<file path="config.mk">
export PLATFORM = sky130hd
export DESIGN_NAME = liteic_slave_node_write_arb
export DESIGN_NICKNAME = d
export VERILOG_FILES = /design/src/rtl/liteic_slave_node_write_arb.sv
export SDC_FILE = /design/constraint.sdc
export NUM_CORES = 1
export LEC_CHECK = 0
export CAP_MARGIN = 20
export CORE_AREA = 2 2 99 101
export DETAILED_ROUTE_END_ITERATION = 12
export DIE_AREA = 0 0 101 103
export GPL_TIMING_DRIVEN = 0
export PLACE_DENSITY = 0.85
export SLEW_MARGIN = 0
export SYNTH_ARGS = -nofsm -noshare
export SYNTH_HDL_FRONTEND = slang
export SYNTH_SLANG_ARGS = --single-unit
export TNS_END_PERCENT = 30
</file>
<file path="constraint.sdc">
create_clock -name clk_i -period 1.5 [get_ports clk_i]
set_input_delay 0.225 -clock clk_i [delete_from_list [all_inputs] [get_ports clk_i]]
set_output_delay 0.225 -clock clk_i [all_outputs]
set_load 0.05 [all_outputs]
</file>
<file path="src/rtl/liteic_slave_node_write_arb.sv">
// Round-robin write-path arbiter for one slave slot: forwards AW/W of the locked grant, returns B to it.
// Optional B-timeout with orphan-response absorption is enabled by defining LITEIC_WR_ARB_TIMEOUT_EN.

module liteic_slave_node_write_arb #(
  parameter int unsigned NUM_MASTERS    = 4,
  parameter int unsigned ADDR_WIDTH     = 8,
  parameter int unsigned WDATA_WIDTH    = 36,
  parameter int unsigned BRESP_WIDTH    = 2,
  parameter int unsigned TIMEOUT_CYCLES = 255
) (
  input  logic                                clk_i,
  input  logic                                rstn_i,
  input  logic [NUM_MASTERS-1:0]              aw_val_i,
  output logic [NUM_MASTERS-1:0]              aw_rdy_o,
  input  logic [NUM_MASTERS*ADDR_WIDTH-1:0]   aw_data_i,
  input  logic [NUM_MASTERS-1:0]              w_val_i,
  output logic [NUM_MASTERS-1:0]              w_rdy_o,
  input  logic [NUM_MASTERS*WDATA_WIDTH-1:0]  w_data_i,
  output logic [NUM_MASTERS-1:0]              b_val_o,
  input  logic [NUM_MASTERS-1:0]              b_rdy_i,
  output logic [BRESP_WIDTH-1:0]              b_data_o,
  output logic [ADDR_WIDTH-1:0]               s_aw_addr_o,
  output logic                                s_aw_valid_o,
  input  logic                                s_aw_ready_i,
  output logic [WDATA_WIDTH-1:0]              s_w_data_o,
  output logic                                s_w_valid_o,
  input  logic                                s_w_ready_i,
  input  logic [BRESP_WIDTH-1:0]              s_b_resp_i,
  input  logic                                s_b_valid_i,
  output logic                                s_b_ready_o
);

  localparam int unsigned IDX_W = (NUM_MASTERS > 1) ? $clog2(NUM_MASTERS) : 1;
  localparam logic [BRESP_WIDTH-1:0] RESP_SLVERR = BRESP_WIDTH'(2);

  if (NUM_MASTERS < 2 || NUM_MASTERS > 8 || TIMEOUT_CYCLES == 0) begin : g_param_check
    $error("liteic_slave_node_write_arb: unsupported parameter set");
  end

  typedef enum logic [1:0] {
    IDLE = 2'd0,
    XFER = 2'd1,
    RESP = 2'd2
  } state_e;

  state_e                   r_state, w_state_nxt;
  logic [NUM_MASTERS-1:0]   r_grant, w_grant_nxt;
  logic [IDX_W-1:0]         r_rr_ptr, w_rr_ptr_nxt;
  logic                     r_aw_done, w_aw_done_nxt;
  logic                     r_w_done, w_w_done_nxt;
  logic                     w_found;
  logic [IDX_W-1:0]         w_scan;
  logic [IDX_W-1:0]         w_win_idx;
  logic [IDX_W-1:0]         w_gnt_idx;
  logic [ADDR_WIDTH-1:0]    w_sel_addr;
  logic [WDATA_WIDTH-1:0]   w_sel_wdata;
  logic                     w_release;
  logic                     w_timed_out;
  logic                     w_orphan;

  // Round-robin pick over AW requests, starting at r_rr_ptr and wrapping
  always_comb begin : arb_comb
    w_found   = 1'b0;
    w_scan    = '0;
    w_win_idx = '0;
    for (int unsigned k = 0; k < NUM_MASTERS; k++) begin
      w_scan = IDX_W'((32'(r_rr_ptr) + k) % NUM_MASTERS);
      if (!w_found && aw_val_i[w_scan]) begin
        w_found   = 1'b1;
        w_win_idx = w_scan;
      end
    end
  end

  // Granted index and payload mux (grant is one-hot or zero)
  always_comb begin : sel_comb
    w_gnt_idx   = '0;
    w_sel_addr  = '0;
    w_sel_wdata = '0;
    for (int unsigned k = 0; k < NUM_MASTERS; k++) begin
      if (r_grant[k]) begin
        w_gnt_idx   = IDX_W'(k);
        w_sel_addr  = aw_data_i[k*ADDR_WIDTH +: ADDR_WIDTH];
        w_sel_wdata = w_data_i[k*WDATA_WIDTH +: WDATA_WIDTH];
      end
    end
  end

  // Next state and slot-side/master-side handshake outputs
  always_comb begin : fsm_comb
    w_state_nxt   = r_state;
    w_grant_nxt   = r_grant;
    w_rr_ptr_nxt  = r_rr_ptr;
    w_aw_done_nxt = r_aw_done;
    w_w_done_nxt  = r_w_done;
    w_release     = 1'b0;
    aw_rdy_o      = '0;
    w_rdy_o       = '0;
    b_val_o       = '0;
    b_data_o      = '0;
    s_aw_valid_o  = 1'b0;
    s_w_valid_o   = 1'b0;
    s_b_ready_o   = w_orphan;
    s_aw_addr_o   = w_sel_addr;
    s_w_data_o    = w_sel_wdata;

    case (r_state)
      IDLE: begin
        if (w_found && !w_orphan) begin
          w_grant_nxt = NUM_MASTERS'(1) << w_win_idx;
          w_state_nxt = XFER;
        end
      end
      XFER: begin
        s_aw_valid_o  = (|(aw_val_i & r_grant)) & ~r_aw_done;
        s_w_valid_o   = (|(w_val_i & r_grant)) & ~r_w_done;
        aw_rdy_o      = (s_aw_ready_i && !r_aw_done) ? r_grant : '0;
        w_rdy_o       = (s_w_ready_i && !r_w_done) ? r_grant : '0;
        w_aw_done_nxt = r_aw_done | (s_aw_valid_o & s_aw_ready_i);
        w_w_done_nxt  = r_w_done | (s_w_valid_o & s_w_ready_i);
        if (w_aw_done_nxt && w_w_done_nxt) begin
          w_state_nxt = RESP;
        end
      end
      RESP: begin
        if (w_timed_out) begin
          // Synthesised SLVERR; the slave's eventual B is absorbed later
          b_val_o   = r_grant;
          b_data_o  = RESP_SLVERR;
          w_release = |(b_rdy_i & r_grant);
        end else begin
          s_b_ready_o = |(b_rdy_i & r_grant);
          b_val_o     = s_b_valid_i ? r_grant : '0;
          b_data_o    = s_b_resp_i;
          w_release   = s_b_valid_i & s_b_ready_o;
        end
        if (w_release) begin
          w_rr_ptr_nxt  = IDX_W'((32'(w_gnt_idx) + 32'd1) % NUM_MASTERS);
          w_grant_nxt   = '0;
          w_aw_done_nxt = 1'b0;
          w_w_done_nxt  = 1'b0;
          w_state_nxt   = IDLE;
        end
      end
      default: begin
        w_state_nxt = IDLE;
      end
    endcase
  end

  always_ff @(posedge clk_i or negedge rstn_i) begin : state_ff
    if (!rstn_i) begin
      r_state   <= IDLE;
      r_grant   <= '0;
      r_rr_ptr  <= '0;
      r_aw_done <= 1'b0;
      r_w_done  <= 1'b0;
    end else begin
      r_state   <= w_state_nxt;
      r_grant   <= w_grant_nxt;
      r_rr_ptr  <= w_rr_ptr_nxt;
      r_aw_done <= w_aw_done_nxt;
      r_w_done  <= w_w_done_nxt;
    end
  end

`ifdef LITEIC_WR_ARB_TIMEOUT_EN
  localparam int unsigned CNT_W = ($clog2(TIMEOUT_CYCLES + 1) > 8) ? $clog2(TIMEOUT_CYCLES + 1) : 8;

  logic [CNT_W-1:0] r_to_cnt;
  logic             r_orphan;

  assign w_timed_out = (r_state == RESP) && (r_to_cnt == CNT_W'(TIMEOUT_CYCLES));
  assign w_orphan    = r_orphan;

  // B wait counter and orphan flag for a response the master already got as SLVERR
  always_ff @(posedge clk_i or negedge rstn_i) begin : timeout_ff
    if (!rstn_i) begin
      r_to_cnt <= '0;
      r_orphan <= 1'b0;
    end else begin
      if (r_state != RESP) begin
        r_to_cnt <= '0;
      end else if (!w_timed_out && !w_release) begin
        r_to_cnt <= r_to_cnt + 1'b1;
      end
      if (w_timed_out && w_release) begin
        r_orphan <= 1'b1;
      end else if (r_orphan && s_b_valid_i) begin
        r_orphan <= 1'b0;
      end
    end
  end
`else
  assign w_timed_out = 1'b0;
  assign w_orphan    = 1'b0;
`endif

endmodule

</file>
==> impl_results.md, run 1 <==
* Failing checks: setup timing
* Remaining DRCs at 0
* Total die area at 10,400 µm²
* Initial antenna violation count at 0
* Routed wire length per instance at 21.74 µm
* Drt first pass iters at 4
* Final hold vios at 0
* Psw at 0.2925 mW
* Fraction of the cycle the final worst path needs at 131.9%
* Clock share of power at 27.4%
* Cell internal power dissipation at 0.9583 mW
* Number of nets in the synthesized netlist at 492
* Total length of routed wires at 14,740 µm
* Sequential share of power at 21.6%
* Largest family of logic cells by synthesized area: compound AO/OA/AOI/OAI gates
* Net count, final at 760
* Via count of the first global-routing pass at 3,956
* Top post-synthesis cells by area: a221oi_1 18%, o31ai_1 18%, nor2b_1 14%
* Pin count of the biggest net entering global routing at 11
* Highest Clock Rate at 505.3 MHz
* Result of the run: finished with violations
* Largest fanout of any net on the critical path at 10
* Post-synthesis share of cell area spent on and, or, nand and nor gates at 32.32%
* Maximum Capacitance Violations at 0
* Setup Crit Path Kind: reg -> out
* Post-synth EDFFs at 0
* Clock latency on the worst-skew pair at 0.24 ns
* Synthesis warning total at 0
* Fraction of power spent switching nets at 23.38%
* Area of the core region at 9459 µm²
* Required time at the worst-slack endpoint at 1.27 ns
* Via count of the routed design at 3,657
* Half-perimeter wire length after placement at 10,190 µm
* Routability Congestion at 0.8438
* Maximum clock insertion buffer count at 2
* Number of placed instances, taps included at 666
* Overall power consumption at 1.251 mW
* Height of the die at 103 µm
* Fraction of layout instances using a drive strength above 1 at 38.30%
* Number of antenna-violating nets in the routed design at 0
* Worst stage delay on the critical path at 0.37 ns
* Diode count at 0
* Final setup fails at 63
* Yosys top cell by area: a221oi_1
* Horizontal die dimension at 101 µm
* Final instance area at 6663 µm²
* Yosys top cell area share at 18.25%
* Pleak at 2.445 nW
* Flop and latch count out of synthesis at 10
* Transition time of the tightest slew-check pin at 0.5459 ns
* Fin Clk Skew at 0.002257 ns
* Cell breakdown of the critical path: buf_6 > nor2b_4 > buf_12 > buf_12 > a221oi_4 > o31ai_4 > buf_6
* Power density over the cells at 187.7 nW/µm²
* Initial detailed-routing violation count at 65
* Critical-path cell with the highest stage delay: dfrtp_1
* Via density at 5.394
* Netlist cell types at 36
* Sequential share of the synthesized area at 12.13%
* Most instantiated cells after synthesis: 51 x nand2_1, 50 x o31ai_1, 46 x nor2b_1
* Combinational group share of total power at 51.0%
* Capturing element type of the critical path: primary output
* Clock H-tree levels at 1
* Launching element type of the critical path: flop
* Post-synthesis instance area at 2063 µm²
* Placed Instance Area at 5446 µm²
* Number of max-slew violations in the final report at 0
* Area growth syn-to-layout at 222.9%
* Congestion Overflow GR at 0
* Post-CTS Hold Fix Bufs at 0
* Critical path arrival at 1.75 ns
* Count of clock tree sinks at 10
* Final std cells w/o fill at 678
* Post-route setup slack at -0.4791 ns
* Syn Inst Count at 297
* Wire length of the first global-routing pass at 20,800 µm
* Number of buffers created by CTS at 3
* Area share of xor/xnor cells in the synthesized design at 0%
* Global-route usage over all layers at 25.66%
* VDD IR-drop max at 0.0003321 V
* Max_slew headroom at 63.61%
* Path class of the lowest-slack min-delay path: in -> async
* CTS tree: built
* Number of port buffers at 255
* Most repeated cell in the gate-level netlist after synthesis: nand2_1
* Post-Synth Adder-Cell Area at 0%
* Number of placement rows at 36
* Number of top-level pins at 256
* Effective utilization at floorplan at 21.81%
* Post-synthesis compound-gate area fraction at 46.69%
* CTS Root Buffer Type: clkbuf_8
* Clock edge transition at the registers on the reported setup and hold paths at 0.05 ns
* Unrepaired setup endpoints after global routing: true
* Fraction of registers with async set or reset after synthesis at 100.0%
* Min Tclk post-route at 1.979 ns
* Avg Inst Size Synth at 6.947 µm²
* Multiplexer share of the synthesized area at 0.4851%
* Primary flip-flop cell chosen by synthesis mapping: dfrtp_1
[final cells by class]
cell class	instances	area, µm²
Fill cell	627	2796
Timing Repair Buffer	264	2729
Sequential cell	10	252.7
Inverter	1	3.754
Tap cell	114	142.6
Multi-Input combinational cell	250	3054
Clock buffer	4	55.05
Buffer	35	425.4
[path summary, 6_finish.rpt]
check / depth (start not counted) / from / slack, ns / to
setup / recovery: 7 / r_grant[0]$_DFFE_PN0P_ / -0.48 / s_w_data_o[19]
hold / removal: 1 / rstn_i / 0.30 / r_aw_done$_DFFE_PN0P_
setup reg to reg: 6 / r_grant[1]$_DFFE_PN0P_ / -0.04 / r_grant[1]$_DFFE_PN0P_
hold reg to reg: 2 / r_rr_ptr[0]$_DFFE_PN0P_ / 0.56 / r_rr_ptr[0]$_DFFE_PN0P_
max in group asynchronous: 1 / rstn_i / 0.87 / r_grant[3]$_DFFE_PN0P_
min in group clk_i: 3 / aw_val_i[3] / 0.51 / r_state[0]$_DFFE_PN0P_
[worst max-delay path: cells and delay by family (launching register included)]
kind | cells | cell delay [ns]
flops | 1 | 0.37
buf+inv | 4 | 0.60
simple gates | 1 | 0.12
compound gates | 2 | 0.42
[per-layer routing]
layer	vias to the layer above	GRT usage (%)	routed length, µm
met4	0	8.212	584
li1	1684	-	-
met2	178	50.26	7854
met5	-	0	0
met3	42	5.627	1035
met1	1753	27.15	5266
[per-stage QoR]
stage               worst slack [ns]  util, %  TNS (ns)  hold slack, ns
floorplan                    -0.1933        -    -9.442        -0.07059
global placement              -1.462    57.58    -75.95          0.5410
detailed placement            -1.428    57.58    -75.84          0.5598
CTS                          -0.4668    68.07    -22.29          0.3119
global route                 -0.5218    70.44    -24.20          0.3370
finish                       -0.4791    70.44    -20.92          0.2988
[logic make-up after synthesis]
group	Yosys count
flip-flops	10
buffers and inverters	37
AND/OR/NAND/NOR	129
multiplexers	1
AO/OA/AOI/OAI	120
[placed cells by master (no fill, tap or decap), types with 2 or more instances in the layout]
cell type and n:
clkbuf_8 8, clkbuf_4 7, o21a_1 2, clkdlybuf4s50_1 193, a22oi_1 2, buf_2 4, and3_1 2, o21ai_0 3
buf_16 2, a221oi_2 3, and3_4 2, clkbuf_2 4, and2_1 8, a21oi_1 4, nor3b_4 2, nand2b_1 2
o31ai_4 43, o31ai_1 7, and2_4 2, a211oi_2 2, buf_12 7, dfrtp_2 2, nor2b_1 45, buf_6 56
dfrtp_1 8, a21boi_1 2, nand2_1 51, a22o_4 2, a221oi_4 40, buf_8 4, nand3_1 4, clkbuf_16 3
a22oi_2 2, buf_4 13, nor2_1 6
[what timing repair did]
action                                 in CTS  in global routing
buffers inserted                            7                  0
endpoints found under the hold margin       0                  0
pin swaps                                  12                  9
setup endpoints to repair                  71                 70
resized for setup                         529                 60
cloned                                      2                  0
[power by group through the flow]
stage / clock network (mW) / logic, mW / registers, mW
detailed placement: 0 / 0.550 / 0.275
finish: 0.342 / 0.639 / 0.270
floorplan: 0 / 0.0188 / 0.275
CTS: 0.339 / 0.613 / 0.270
global route: 0.356 / 0.669 / 0.270
global placement: 0 / 0.542 / 0.275
[sequential cells by signal, summed over array words and instances (netlist names)]
signal     cells
r_grant        4
r_w_done       1
r_state        2
r_rr_ptr       2
r_aw_done      1
No activity file was read; power rests on OpenSTA's default activity.
==> inputs of run 2 (changes only) <==
PLACE_DENSITY = 0.83   (was 0.85)
==> run 2 against run 1 <==
  * The flow still finishes with violations (setup timing)
  * Clock-buffer cell count decreased by 1
  * Sequential share of layout area decreased by 0.058 points
  * Global-route usage rose by 0.38 points
  * Register-to-register slack gained 0.02 ns
  * Maximum frequency fell by 2.0%
  * Sequential cell count unchanged
  * Largest cell class unchanged
==> impl_results.md, run 2 (synthesized netlist as in run 1, its figures left out) <==
* Fraction of the cycle the final worst path needs at 134.6% (was 131.9%)
* Horizontal die dimension at 101 µm (unchanged)
* Setup Crit Path Kind: reg -> out (unchanged)
* Congestion Overflow GR at 0 (unchanged)
* Final hold slack at 0.3116 ns (was 0.2988 ns)
* Total die area at 10,400 µm² (unchanged)
* Max_slew headroom at 60.58% (was 63.61%)
* Cell internal power dissipation at 0.9002 mW (was 0.9583 mW)
* Area growth syn-to-layout at 227.9% (was 222.9%)
* Post-route setup slack at -0.5194 ns (was -0.4791 ns)
* Most used cells in the layout excluding fill and tap cells: 191 x clkdlybuf4s50_1, 61 x buf_6, 51 x nand2_1, 44 x nor2b_1, 43 x o31ai_4 (was 193 x clkdlybuf4s50_1, 56 x buf_6, 51 x nand2_1, 45 x nor2b_1, 43 x o31ai_4)
* Highest Clock Rate at 495.2 MHz (was 505.3 MHz)
* VDD IR-drop max at 0.0002121 V (was 0.0003321 V)
* Required time at the worst-slack endpoint at 1.27 ns (about the same)
* Setup_tns at -22.12 ns (was -20.92 ns)
* Net count, final at 767 (was 760)
* Unrepaired setup endpoints after global routing: true (unchanged)
* CTS Root Buffer Type: clkbuf_8 (unchanged)
* Capturing element type of the critical path: primary output (unchanged)
* Final setup fails at 62 (was 63)
* Diode count at 0 (unchanged)
* Number of buffers created by CTS at 3 (unchanged)
* Remaining DRCs at 0 (unchanged)
* Via density at 5.409 (was 5.394)
* Launching element type of the critical path: flop (unchanged)
* Clock share of power at 23.2% (was 27.4%)
* Biggest regs: r_grant (4), r_rr_ptr (2), r_state (2) (unchanged)
* Global-route usage over all layers at 26.04% (was 25.66%)
* Failing checks: setup timing (unchanged)
* Wire length of the first global-routing pass at 21,050 µm (was 20,800 µm)
* Most common library cell in the layout ignoring fill and taps: clkdlybuf4s50_1 (unchanged)
* Routed wire length per instance at 21.64 µm (was 21.74 µm)
* Sequential share of power at 22.8% (was 21.6%)
* Largest register FFs at 4 (unchanged)
* Number of max-slew violations in the final report at 0 (unchanged)
* Clock H-tree levels at 1 (unchanged)
* Initial antenna violation count at 0 (unchanged)
* Maximum Capacitance Violations at 0 (unchanged)
* Count of clock tree sinks at 10 (unchanged)
* Via count of the first global-routing pass at 3,974 (was 3,956)
* Via count of the routed design at 3,700 (was 3,657)
* Drt first pass iters at 4 (unchanged)
* Register with the most flip-flops: r_grant (unchanged)
* Fraction of power spent switching nets at 24.17% (was 23.38%)
* Clock edge transition at the registers on the reported setup and hold paths at 0.05 ns (about the same)
* Initial detailed-routing violation count at 52 (was 65)
* Min Tclk post-route at 2.019 ns (was 1.979 ns)
* Pleak at 2.497 nW (was 2.445 nW)
* Maximum clock insertion buffer count at 2 (unchanged)
* Number of placement rows at 36 (unchanged)
* Clock latency on the worst-skew pair at 0.23 ns (was 0.24 ns)
* Largest fanout of any net on the critical path at 8 (was 10)
* Overall power consumption at 1.187 mW (was 1.251 mW)
* Final hold vios at 0 (unchanged)
* Critical path arrival at 1.79 ns (was 1.75 ns)
* Half-perimeter wire length after placement at 10,290 µm (was 10,190 µm)
* Post-Route Utilization at 71.52% (was 70.44%)
* CTS tree: built (unchanged)
* Psw at 0.2869 mW (was 0.2925 mW)
* Power density over the cells at 175.5 nW/µm² (was 187.7 nW/µm²)
* Number of port buffers at 255 (unchanged)
* Effective utilization at floorplan at 21.81% (unchanged)
* Transition time of the tightest slew-check pin at 0.5913 ns (was 0.5459 ns)
* Routability Congestion at 0.8277 (was 0.8438)
* Combinational group share of total power at 54.0% (was 51.0%)
* Total length of routed wires at 14,800 µm (was 14,740 µm)
* Fraction of layout instances using a drive strength above 1 at 37.89% (was 38.30%)
* Area of the core region at 9459 µm² (unchanged)
* Fin Clk Skew at 0.001535 ns (was 0.002257 ns)
* Number of top-level pins at 256 (unchanged)
* Number of antenna-violating nets in the routed design at 0 (unchanged)
* Height of the die at 103 µm (unchanged)
* Pin count of the biggest net entering global routing at 11 (unchanged)
* Path class of the lowest-slack min-delay path: in -> async (unchanged)
* Result of the run: finished with violations (unchanged)
## run 2: cell types whose count changed in the layout (fill, tap and decap cells not counted), sizes merged
cell	change
dlymetal6s2s	-1
buf	+3
bufbuf	+1
clkbuf	+1
clkdlybuf4s50	-2
dlygate4sd2	+3
clkdlybuf4s15	+1
## run 2: cell type report
cell class	instances	area, µm²
timing repair buffer	271	2851
buffer	35	432.9
fill	599	2694
inverter	1	3.754
multi-input combinational	250	3040
sequential	10	252.7
clock buffer	3	41.29
tap	114	142.6
## run 2: worst paths after layout
| path | slack, ns | to | start | depth (start not counted) |
|---|---|---|---|---|
| worst max-delay path | -0.52 | s_w_data_o[31] | r_grant[0]$_DFFE_PN0P_ | 8 |
| worst min-delay path | 0.31 | r_aw_done$_DFFE_PN0P_ | rstn_i | 1 |
| worst max register to register | -0.02 | r_grant[3]$_DFFE_PN0P_ | r_grant[0]$_DFFE_PN0P_ | 6 |
| worst min register to register | 0.59 | r_rr_ptr[0]$_DFFE_PN0P_ | r_rr_ptr[0]$_DFFE_PN0P_ | 2 |
| max in group asynchronous | 0.85 | r_grant[2]$_DFFE_PN0P_ | rstn_i | 1 |
| min in group clk_i | 0.59 | r_rr_ptr[0]$_DFFE_PN0P_ | r_rr_ptr[0]$_DFFE_PN0P_ | 2 |
## run 2: power by group through the flow
stage	logic [mW]	clock network (mW)	registers, mW
CTS	0.624	0.274	0.271
finish	0.641	0.276	0.270
detailed placement	0.553	0	0.275
global route	0.668	0.295	0.270
floorplan	0.0188	0	0.275
global placement	0.544	0	0.275
## run 2: worst max-delay path, stage by stage (launching register included)
cell,delay (ns)
dfrtp_1,0.37
buf_6,0.11
nor2b_4,0.12
buf_12,0.15
buf_12,0.13
buf_12,0.14
a221oi_4,0.28
o31ai_4,0.09
buf_6,0.16
## run 2: through the flow
| step | setup WS [ns] | std cells | area, µm² |
|---|---|---|---|
| 2_1_floorplan | -0.1933 | 297 | 2751 |
| 3_3_place_gp | -1.336 | 666 | 5446 |
| 3_5_place_dp | -1.374 | 666 | 5446 |
| 4_1_cts | -0.5056 | 683 | 6669 |
| 5_1_grt | -0.5633 | 684 | 6765 |
| 6_report | -0.5194 | 684 | 6765 |
## run 2: repair_timing
action,4_1_cts,5_1_grt
gates cloned,5,0
resized for setup,556,25
pin swaps,11,6
buffers inserted,10,1
hold buffers,0,0
endpoints found under the setup margin,69,70
## run 2: layer usage
metal,track usage [%],part of all wire [%],vias up
met4,8.836,3.3,0
li1,-,-,1703
met3,4.271,6.2,34
met1,29.06,36,1776
met2,49.95,54,187
met5,0,0,-
